==> src/rtl/pt5_stream_unpacker.sv <==
// PT-5 stream unpacker: each lane byte (five base-3 digits) is expanded into five
// 2-bit trits, through a two-stage valid/ready pipeline that counts illegal bytes.
module pt5_stream_unpacker #(
    parameter int LANES     = 4,
    parameter int ERR_CNT_W = 16
) (
    input  logic                   clk,
    input  logic                   rst_n,
    input  logic                   s_valid,
    output logic                   s_ready,
    input  logic [8*LANES-1:0]     s_data,
    input  logic                   s_last,
    output logic                   m_valid,
    input  logic                   m_ready,
    output logic [10*LANES-1:0]    m_trits,
    output logic                   m_last,
    output logic [LANES-1:0]       m_err,
    output logic [ERR_CNT_W-1:0]   err_count,
    input  logic                   err_clr
);
    localparam int PCW  = $clog2(LANES + 1);
    localparam int SUMW = ERR_CNT_W + PCW;

    // Digit of weight w in r, given that r < 3*w.
    function automatic logic [1:0] trit_at(input logic [7:0] r, input logic [7:0] w);
        if ({1'b0, r} >= {w, 1'b0}) return 2'd2;
        else if (r >= w)            return 2'd1;
        else                        return 2'd0;
    endfunction

    function automatic logic [7:0] strip(input logic [7:0] r, input logic [1:0] t, input logic [7:0] w);
        return r - ((t == 2'd2) ? {w[6:0], 1'b0} : ((t == 2'd1) ? w : 8'd0));
    endfunction

    function automatic logic [9:0] pt5_decode(input logic [7:0] b);
        logic [7:0] r;
        logic [1:0] t4, t3, t2, t1, t0;
        r  = b;
        t4 = trit_at(r, 8'd81); r = strip(r, t4, 8'd81);
        t3 = trit_at(r, 8'd27); r = strip(r, t3, 8'd27);
        t2 = trit_at(r, 8'd9);  r = strip(r, t2, 8'd9);
        t1 = trit_at(r, 8'd3);  r = strip(r, t1, 8'd3);
        t0 = trit_at(r, 8'd1);
        return (b > 8'd242) ? 10'd0 : {t4, t3, t2, t1, t0};
    endfunction

    function automatic logic [PCW-1:0] popcount(input logic [LANES-1:0] v);
        logic [PCW-1:0] c;
        c = '0;
        for (int i = 0; i < LANES; i++) c = c + PCW'(v[i]);
        return c;
    endfunction

    function automatic logic [ERR_CNT_W-1:0] sat_add(input logic [ERR_CNT_W-1:0] a, input logic [PCW-1:0] b);
        logic [SUMW-1:0] s;
        s = SUMW'(a) + SUMW'(b);
        if (|s[SUMW-1:ERR_CNT_W]) return '1;
        else                      return s[ERR_CNT_W-1:0];
    endfunction

    logic                  adv1, adv2;
    logic                  vld_p1_q, vld_p2_q;
    logic                  last_p1_q, last_p2_q;
    logic [8*LANES-1:0]    data_p1_q;
    logic [10*LANES-1:0]   trits_p2_q, trits_p2_d;
    logic [LANES-1:0]      err_p2_q, err_p2_d;
    logic [ERR_CNT_W-1:0]  err_cnt_q, err_cnt_d;

    assign adv2    = ~vld_p2_q | m_ready;
    assign adv1    = ~vld_p1_q | adv2;
    assign s_ready = rst_n & adv1;

    always_comb begin
        trits_p2_d = '0;
        err_p2_d   = '0;
        for (int i = 0; i < LANES; i++) begin
            trits_p2_d[10*i +: 10] = pt5_decode(data_p1_q[8*i +: 8]);
            err_p2_d[i]            = data_p1_q[8*i +: 8] > 8'd242;
        end
    end

    // A clear wins over a same-cycle handshake, dropping that beat's errors.
    always_comb begin
        err_cnt_d = err_cnt_q;
        if (err_clr)                    err_cnt_d = '0;
        else if (vld_p2_q && m_ready)   err_cnt_d = sat_add(err_cnt_q, popcount(err_p2_q));
    end

    always_ff @(posedge clk) begin
        if (!rst_n) begin
            vld_p1_q   <= 1'b0;
            last_p1_q  <= 1'b0;
            data_p1_q  <= '0;
            vld_p2_q   <= 1'b0;
            last_p2_q  <= 1'b0;
            trits_p2_q <= '0;
            err_p2_q   <= '0;
            err_cnt_q  <= '0;
        end else begin
            // stage 1: capture raw packed beat
            if (adv1) vld_p1_q <= s_valid;
            if (s_valid && adv1) begin
                data_p1_q <= s_data;
                last_p1_q <= s_last;
            end
            // stage 2: decoded trits and error flags
            if (adv2) vld_p2_q <= vld_p1_q;
            if (vld_p1_q && adv2) begin
                trits_p2_q <= trits_p2_d;
                err_p2_q   <= err_p2_d;
                last_p2_q  <= last_p1_q;
            end
            err_cnt_q <= err_cnt_d;
        end
    end

    assign m_valid   = vld_p2_q;
    assign m_trits   = trits_p2_q;
    assign m_last    = last_p2_q;
    assign m_err     = err_p2_q;
    assign err_count = err_cnt_q;
endmodule

==> config.mk <==
export PLATFORM = sky130hd
export DESIGN_NAME = pt5_stream_unpacker
export DESIGN_NICKNAME = d
export VERILOG_FILES = /design/src/rtl/pt5_stream_unpacker.sv
export SDC_FILE = /design/constraint.sdc
export NUM_CORES = 1
export LEC_CHECK = 0
export BUFFER_PORTS_ARGS = -buffer_cell sky130_fd_sc_hd__buf_2
export CORE_MARGIN = 4
export CORE_UTILIZATION = 55
export CTS_CLUSTER_DIAMETER = 50
export DETAILED_ROUTE_END_ITERATION = 10
export MAX_ROUTING_LAYER = met4
export PLACE_DENSITY = 0.83
export SYNTH_ARGS = -nofsm -noshare
export SYNTH_HDL_FRONTEND = slang
export SYNTH_SLANG_ARGS = --single-unit
==> constraint.sdc <==
create_clock -name clk -period 8.75 [get_ports clk]
set_clock_uncertainty 0.15 [all_clocks]
set_input_delay 1.3125 -clock clk [delete_from_list [all_inputs] [get_ports clk]]
set_output_delay 1.3125 -clock clk [all_outputs]
set_load 0.03 [all_outputs]
======== Yosys cells after proc, flatten, opt, wreduce, memory -nomap -nowiden ========
Cells that the tools add are included.
storage, ports and cells
  register bits ........................... 96
  input port bits ......................... 38
  output and inout port bits .............. 63
  word-level logic and storage cells ...... 192
operators by class
  add/sub/neg operators ................... 20
  $lt $le $gt $ge ......................... 44
  equal/unequal tests ..................... 32
  multiplexer cells ....................... 77
  bitwise logic cells ..................... 6
  reductions and logical operators ........ 5
operators by type and width
  cell                number
  $ge 8x2->1 const B  8
  $ge 8x5->1 const B  8
  $mux 2              24
  $mux 10             4
  $mux 5              8
  $eq 2x1->1 const B  16
  $eq 2x2->1 const B  16
  $ge 8x1->1 const B  4
  $ge 8x3->1 const B  4
  $ge 8x4->1 const B  4
  $ge 8x6->1 const B  4
  $ge 8x7->1 const B  4
  $ge 8x8->1 const B  4
  $gt 8x8->1 const B  4
  $mux 8              4
  $sub 8x3->8         4
  $sub 8x5->8         4
  $sub 8x6->8         4
  $sub 8x8->8         4
  $mux 7              4
  $mux 6              4
  $mux 1              20
  $add 16x3->17       1
  $mux 16             1
  11 further kinds    22

======== Logic depth before layout (Yosys ltp) ========
Gate-level depths: netlist of the first run.
  depth after elaboration ................. 32
  mapped depth ............................ 44
  depth with buffers taken out ............ 42

======== Worst setup path after synthesis of the first run ========
OpenSTA, ideal clock, no wires.
  kind .................................... register to register
  start ................................... register data_p1_q[10]
  end ..................................... register trits_p2_q[11], in the netlist m_trits[11]
  setup time .............................. 0.116 ns
  arrival ................................. 8.436 ns
  setup slack ............................. 0.048 ns
  cell stages (with the launch flop) ...... 40
  path buffers ............................ 1
  period minus slack after synthesis ...... 8.702 ns
  cells stage by stage .................... dfxtp_1 buf_2 o41a_1 nor2_1 nand2_1 a21boi_0 inv_1 ha_1 inv_1 fa_1 or4_1 a31oi_2 xnor2_2 a21oi_2 nand2_1 inv_1 nand2_1 inv_1 [... 4 more ...] and3_1 or3_1 or2_4 fa_1 inv_1 nor3_1 a221oi_1 xnor3_1 a32oi_1 a221oi_2 nor2b_1 ha_1 fa_1 xor2_1 nand2_1 nor4b_1 o2111ai_1 and3b_1
on the way
  cells in the longest elaborated chain, start to end .. 31
  elaborated cells on any way between the ends .. 40
  classes of those cells .................. add/sub: 4; order compare: 10; eq/ne: 8; mux: 18
ends and longest elaborated chain
  element                 line  text
  start, declared         64    logic [8*LANES-1:0] data_p1_q;
  start signal, assigned  103   data_p1_q <= s_data;
  $ge 8x7->1              27    else if (r >= w) return 2'd1;
  $mux 1                  27
  $mux 2                  26    if ({1'b0, r} >= {w, 1'b0}) return 2'd2;
  $eq 2x1->1              32    return r - ((t == 2'd2) ? {w[6:0], 1'b0} : ((t == 2'd1) ? w : 8'd0));
  $mux 7                  32
  $mux 8                  32
  $sub 8x8->8             32
  $ge 8x5->1              27
  [... 15 more ...]       --
  $mux 2                  26
  $eq 2x1->1              32
  $mux 2                  32
  $mux 3                  32
  $sub 8x3->8             32
  $ge 8x2->1              26
  $mux 2                  26
  $mux 10 (*)             44    return (b > 8'd242) ? 10'd0 : {t4, t3, t2, t1, t0};
  end signal, assigned    109   trits_p2_q <= trits_p2_d;
  end, declared           65    logic [10*LANES-1:0] trits_p2_q, trits_p2_d;
Mark *: on every way between the ends. The rest lies on a longest branch, timed or not.
A chain may end at the register's enable or synchronous reset.

======== Worst setup path in the final report of the first run ========
  start ................................... register data_p1_q[1]
  end ..................................... register trits_p2_q[1], in the netlist m_trits[1]
Same word-level chain as after synthesis.

==> flow_summary.json, run 1 <==
{
  "status": "finished clean",
  "cts_tree": "done",
  "ys_seq_area_share_pct": 21.7,
  "vdd_drop_max_mv": 0.219,
  "grt_start_max_net_pins": 51,
  "yosysTopAreaCell": "dfxtp_1",
  "syn_area_per_cell_um2": 7.85,
  "wirelength_um": 24400,
  "hpwl_um": 17700,
  "antenna_found_initial": 1,
  "relSlewSlack_pct": 28.0,
  "synthArstFlopShare_pct": 0,
  "ys_warn_count": 0,
  "cp_common_cell": "inv_1",
  "root_buffer": "clkbuf_16",
  "drt_pass1_iterations": 5,
  "synth_cells": 1128,
  "io_buffer_count": 100,
  "detail-route-antenna-nets": 0,
  "cp_slowest_cell": "o41a_1",
  "drv_slew": 0,
  "fin_crit_sh_pct": 97.4,
  "hp-class": "reg2reg",
  "cp_num_buf_inv": 5,
  "worst_pin_slew_ns": 1.08,
  "initial_utilization_pct": 56.0,
  "cts_buffers": 9,
  "wl_per_cell_um": 16.1,
  "layout_common_cells": "nand2_1 (137), buf_2 (100), dfxtp_1 (93)",
  "grt_pass1_vias": 8191,
  "vias": 8937,
  "rsz0062_at_grt": "true",
  "fp.dieW_um": 135,
  "coreArea_um2": 15800,
  "globalplace.congestion": 0.952,
  "cts_hold_buf": 0,
  "critPathArrivalTime_ns": 8.66,
  "end_kind": "register",
  "ys_ff_latch": 96,
  "avgViaCountPerCell": 5.92,
  "grt.total_usage_pct": 26.0,
  "io_pins": 101,
  "worstSetupPathType": "reg2reg",
  "clk_pin_slew_ns": 0.07,
  "synthesis.nets": 1250,
  "synth-main-ff-cell": "dfxtp_1",
  "p_leak_nw": 4.62,
  "critPathRequiredTime_ns": 8.89,
  "route.detailed.drc": 0,
  "num_rows": 46,
  "first_iter_violations": 446,
  "path_delay_family": "compound AO/OA/AOI/OAI gates",
  "power.density_nw_per_um2": 348,
  "final_common_cell": "nand2_1",
  "finalPower_mw": 3.76,
  "utilization_pct": 68.3,
  "die_area_um2": 18200,
  "max_stage_delay_ns": 0.43,
  "crit_fanout": 6,
  "drv_cap": 0,
  "cts_buffer_depth": 2,
  "synth_edf_count": 0,
  "start_kind": "register",
  "fin_crit_ns": 8.52,
  "ys_types": 99,
  "clk_latency_ns": 0.36,
  "syn-cell-area_um2": 8860,
  "ys_top_cells_by_area": "dfxtp_1 (22%), ha_1 (9.2%), nand2_1 (5.9%)",
  "cts_num_sinks": 96,
  "drive_gt1_share_pct": 26.0,
  "hold_violations": 0,
  "die_y_um": 135,
  "grt_pass1_wl_um": 38500,
  "area_growth_pct": 21.9,
  "yosysTopAreaCellShare_pct": 21.7,
  "gr-total-overflow": 0,
  "layout.nets": 1410,
  "clock.fmax_mhz": 117,
  "setup_viol": 0,
  "htree_levels": 3
}
-- cells in the mapped netlist, drive strengths merged (19+ instances only) --
library cell,number
xnor2,38
inv,79
nand3,21
xor2,31
nor2,78
nand2,140
o21ai,64
a21oi,68
nor2b,38
a21boi,45
nor3,32
ha,65
dfxtp,96
clkbuf,29
fa,19
-- metal layers --
metal  track usage, %  wire (um)  share of wire (%)  vias up
li1                 -          -                  -     4361
met1             34.0      10500                 43     4205
met2             42.1      11900                 49      326
met3             3.43       1570                6.4       45
met4             8.31        448                1.8        0
met5                -          0                  0        -
-- through the flow --
| step | cells | hold WS (ns) | instance area, um^2 | TNS, ns | setup WS [ns] |
|---|---|---|---|---|---|
| global placement | 1463 | 0.285 | 9900 | -0.00552 | -0.00552 |
| floorplan | 1128 | 0.291 | 8860 | 0 | 0.0480 |
| global route | 1510 | 0.321 | 10800 | -0.768 | -0.188 |
| CTS | 1480 | 0.307 | 10200 | 0 | 0.0154 |
| detailed placement | 1463 | 0.291 | 9900 | -0.633 | -0.249 |
| finish | 1510 | 0.301 | 10800 | 0 | 0.227 |
-- what timing repair did --
| item | 4_1_cts | 5_1_grt |
|---|---|---|
| endpoints found under the setup margin | 4 | 8 |
| gates resized for setup | 9 | 89 |
| pin swaps | 1 | 33 |
| buffers inserted | 1 | 29 |
-- worst paths after layout --
kind	startpoint	to	cells after the start	slack, ns
worst min-delay path	m_trits[21]	m_trits[21]	2	0.30
worst max register to register	data_p1_q[1]	m_trits[1]	40	0.23
worst min register to register	m_trits[21]	m_trits[21]	2	0.30
worst max-delay path	data_p1_q[1]	m_trits[1]	40	0.23
-- registers in the layout, summed over array words and instances, names as in the netlist --
register and cells:
m_last 1, vld_p1_q 1, m_err 4, last_p1_q 1, m_trits 40, m_valid 1, data_p1_q 32, err_count 16
-- report_power, final --
part | switching [mW] | internal [mW] | leakage, nW
Clock | 0.186 | 0.234 | 0.152
Combinational | 1.59 | 1.26 | 3.69
Sequential | 0.0239 | 0.464 | 0.786
-- worst min-delay path, stage by stage, from the launching register on --
cell     delay, ns
dfxtp_1       0.32
nand2_1       0.05
o21ai_0       0.06
-- final cells by class --
cell class	count	area [um^2]
Multi-Input combinational cell	914	6830
Fill cell	1250	5020
Sequential cell	96	1930
Timing Repair Buffer	188	1160
Inverter	79	297
Tap cell	216	270
Clock buffer	10	239
Clock inverter	6	75.1
Antenna cell	1	2.50
-- kinds of logic after synthesis --
family	after synthesis	synth area share, %
mux	7	0.833
buf+inv	118	5.25
fa+ha+maj	84	13.5
flops	96	21.7
simple gates	427	24.6
xor+xnor	71	7.68
compound gates	325	26.5
Power figures use the tool's default switching activity.
==> inputs of run 2 (changes only) <==
CORE_MARGIN = default   (was 4)
PLACE_DENSITY = 0.8   (was 0.83)
clock period = 10.6 ns   (was 8.75 ns; I/O delays follow)
==> flow_summary.json, run 2 (same netlist as run 1, synthesis figures left out) <==
{
  "io_pins": 101,
  "r2r_end": "m_trits[11]",
  "io_buffer_count": 100,
  "antenna_found_initial": 2,
  "finalPower_mw": 2.68,
  "p_leak_nw": 4.16,
  "ff2ff_path_depth": 38,
  "dpl_cell_area_um2": 9480,
  "dr_wl_met2_um": 9900,
  "fin_crit_ns": 9.70,
  "cts_buffer_depth": 2,
  "gr-total-overflow": 0,
  "cts_resized": 0,
  "crit_fanout": 12,
  "avgViaCountPerCell": 5.81,
  "coreArea_um2": 15800,
  "worst_pin_slew_ns": 1.19,
  "grt_pass1_wl_um": 34800,
  "drv_cap": 0,
  "regToRegSetupSlack_ns": 0.90,
  "root_buffer": "clkbuf_16",
  "cp_slowest_cell": "or4_1",
  "cts_buffers": 9,
  "fin_crit_sh_pct": 91.5,
  "regToRegStartpoint": "data_p1_q[10]",
  "clk_pin_slew_ns": 0.07,
  "status": "finished clean",
  "hpwl_um": 16500,
  "hold_violations": 0,
  "cp_common_cell": "inv_1",
  "cts_num_sinks": 96,
  "crit_start": "data_p1_q[10]",
  "critPathArrivalTime_ns": 9.80,
  "grt.total_usage_pct": 26.7,
  "finalSetupTns_ns": 0,
  "clock.fmax_mhz": 103,
  "worstSetupPathType": "reg2reg",
  "layout_common_cells": "nand2_1 (140), buf_2 (100), dfxtp_1 (96)",
  "cts_setup_buffers": 0,
  "detail-route-antenna-nets": 0,
  "setup_viol": 0,
  "wl_per_cell_um": 14.9,
  "rsz0062_at_grt": "false",
  "wl_met1_um": 9750,
  "setup.worst_path.end": "m_trits[11]",
  "largest_reg_flops": 40,
  "grt_start_max_net_pins": 73,
  "num_rows": 46,
  "final_area_um2": 9800,
  "end_kind": "register",
  "route.detailed.drc": 0,
  "layout.nets": 1324,
  "initial_utilization_pct": 56.0,
  "vdd_drop_max_mv": 0.125,
  "hp-class": "reg2reg",
  "whs_ns": 0.294,
  "fp.dieW_um": 129,
  "drv_slew": 0,
  "hold_start": "m_trits[0]",
  "htree_levels": 3,
  "relSlewSlack_pct": 20.9,
  "wirelength_um": 21200,
  "power.density_nw_per_um2": 273,
  "cts_tree": "done",
  "grt_pass1_vias": 7549,
  "dr.max_layer_used": "met4",
  "area_growth_pct": 10.7,
  "die_y_um": 129,
  "drt_pass1_iterations": 5,
  "first_iter_violations": 454,
  "final_common_cell": "nand2_1",
  "start_kind": "register",
  "clk_latency_ns": 0.36,
  "cts_hold_buf": 0,
  "globalplace.congestion": 0.904,
  "vias": 8283,
  "route.met3.wl_um": 1000,
  "die_area_um2": 16600,
  "drive_gt1_share_pct": 14.3,
  "max_stage_delay_ns": 0.53,
  "critPathRequiredTime_ns": 10.70
}
==> run 2: how the worst min path moves through the flow <==
stage / end / slack, ns / cells past startpoint
6_report: m_trits[0] / 0.29 / 2
3_3_place_gp: m_trits[0] / 0.28 / 2
5_1_grt: m_trits[30] / 0.33 / 1
3_5_place_dp: m_trits[2] / 0.29 / 2
2_1_floorplan: m_last / 0.29 / 2
4_1_cts: m_trits[0] / 0.30 / 2
==> run 2: final cells by class <==
type,instances,area (um^2)
Antenna cell,2,5.00
Clock buffer,12,267
Clock inverter,4,57.6
Fill cell,1372,6020
Inverter,79,297
Multi-Input combinational cell,914,6470
Sequential cell,96,1920
Tap cell,216,270
Timing Repair Buffer,102,515
==> run 2: stage by stage <==
step / utilization, % / setup WS [ns] / instances
after CTS: 61.9 / 1.01 / 1423
after detailed placement: 59.9 / 1.04 / 1407
after global placement: 59.9 / 1.33 / 1407
final: 61.9 / 0.899 / 1425
after floorplan: - / 1.90 / 1128
after global routing: 61.9 / 0.302 / 1425
==> run 2: power breakdown <==
group,switching (mW),internal [mW]
registers,0.0200,0.383
clock network,0.150,0.205
logic,1.13,0.789
==> run 2: worst max-delay path, delay by kind of cell (launching register included) <==
kind,cells,cell delay (ns)
fa+ha+maj,6,1.89
flops,1,0.43
buf+inv,5,0.63
xor+xnor,3,0.88
simple gates,13,2.61
compound gates,11,2.98
==> run 2: routing by layer <==
layer	up-vias	GRT usage, %
met5	-	-
met4	0	9.97
met3	41	4.03
met2	217	44.1
met1	3830	32.8
li1	4195	-
==> inputs of run 3 (changes only) <==
REMOVE_ABC_BUFFERS = 1   (was default)
==> flow_summary.json, run 3 (same netlist as run 1, synthesis figures left out) <==
{
  "status": "finished clean",
  "route.detailed.drc": 0,
  "grt.total_usage_pct": 27.7,
  "critPathRequiredTime_ns": 10.70,
  "cts_num_sinks": 96,
  "cts_hold_buf": 0,
  "area_growth_pct": 10.4,
  "critPathArrivalTime_ns": 9.76,
  "dpl_cell_area_um2": 9480,
  "path_delay_family": "compound AO/OA/AOI/OAI gates",
  "vdd_drop_max_mv": 0.124,
  "p_leak_nw": 4.15,
  "hpwl_um": 16700,
  "drv_cap": 0,
  "grt_pass1_wl_um": 36000,
  "cp_num_buf_inv": 5,
  "max_stage_delay_ns": 0.51,
  "coreArea_um2": 15800,
  "io_buffer_count": 100,
  "largest_reg_flops": 40,
  "utilization_pct": 61.8,
  "grt_start_max_net_pins": 59,
  "crit_fanout": 12,
  "cts_tree": "done",
  "globalplace.congestion": 0.966,
  "wirelength_um": 22000,
  "drive_gt1_share_pct": 14.2,
  "cts_setup_buffers": 0,
  "ff2ff_path_depth": 38,
  "clk_pin_slew_ns": 0.07,
  "htree_levels": 3,
  "hp-class": "reg2reg",
  "worst_pin_slew_ns": 1.17,
  "worstHoldPathCells": 2,
  "first_iter_violations": 508,
  "final_common_cell": "nand2_1",
  "start_kind": "register",
  "io_pins": 101,
  "fin_crit_ns": 9.66,
  "setup_viol": 0,
  "die_y_um": 129,
  "gr-total-overflow": 0,
  "placed_cells": 1407,
  "crit_cells": 38,
  "fp.dieW_um": 129,
  "rsz0062_at_grt": "false",
  "cp_slowest_cell": "or4_1",
  "worstSetupPathType": "reg2reg",
  "clock.fmax_mhz": 104,
  "cp_common_cell": "inv_1",
  "cts_buffers": 9,
  "initial_utilization_pct": 56.0,
  "finalSetupTns_ns": 0,
  "cts_resized": 0,
  "final_area_um2": 9780,
  "antenna_found_initial": 1,
  "relSlewSlack_pct": 21.7,
  "layout_common_cells": "nand2_1 (140), buf_2 (100), dfxtp_1 (96)",
  "vias": 8368,
  "fill_cells": 1438,
  "layout.nets": 1324,
  "instances_no_fill": 1423,
  "clk_latency_ns": 0.36,
  "wl_per_cell_um": 15.4,
  "end_kind": "register",
  "power.density_nw_per_um2": 275,
  "die_area_um2": 16600,
  "fin_crit_sh_pct": 91.1,
  "cts_buffer_depth": 2,
  "root_buffer": "clkbuf_16",
  "drv_slew": 0,
  "avgViaCountPerCell": 5.88,
  "detail-route-antenna-nets": 0,
  "num_rows": 46,
  "grt_pass1_vias": 7547,
  "drt_pass1_iterations": 5,
  "hold_violations": 0
}
-- run 3: report_power, final --
group | internal (mW) | switching (mW)
Clock | 0.196 | 0.153
Combinational | 0.791 | 1.15
Sequential | 0.383 | 0.0201
Total | 1.37 | 1.32
-- run 3: path summary, 6_finish.rpt --
kind,startpoint,to,slack [ns]
worst max-delay path,data_p1_q[10],m_trits[11],0.94
worst min-delay path,m_trits[21],m_trits[21],0.30
worst max register to register,data_p1_q[10],m_trits[11],0.94
worst min register to register,m_trits[21],m_trits[21],0.30
-- run 3: cell type report --
type	instances	area (um^2)	area share (%)
inverters	79	297	3.03
well taps	216	270	2.76
repair buffers	102	515	5.27
flip-flops and latches	96	1920	19.6
diodes	1	2.50	0.0256
clock buffers	11	253	2.58
multi-input cells	914	6470	66.1
clock inverters	4	52.6	0.537
-- run 3: per-stage QoR --
stage	setup WS (ns)	total power [mW]	hold WS [ns]
after floorplan	1.92	1.96	0.291
after global placement	1.29	2.26	0.280
after detailed placement	1.05	2.31	0.289
after CTS	1.04	2.68	0.305
after global routing	0.221	2.94	0.315
final	0.939	2.69	0.300
-- run 3: per-layer routing --
metal	vias to the layer above	track usage, %	routed length, um
li1	4191	-	-
met1	3889	35.3	10000
met2	247	44.5	10200
met3	41	5.53	1290
met4	0	7.89	396
met5	-	-	0
-- run 3: tightest hold or removal path: cells and delay by family, from the launching register on --
family	cells	cell delay, ns
AO/OA/AOI/OAI	1	0.05
AND/OR/NAND/NOR	1	0.04
flip-flops	1	0.32
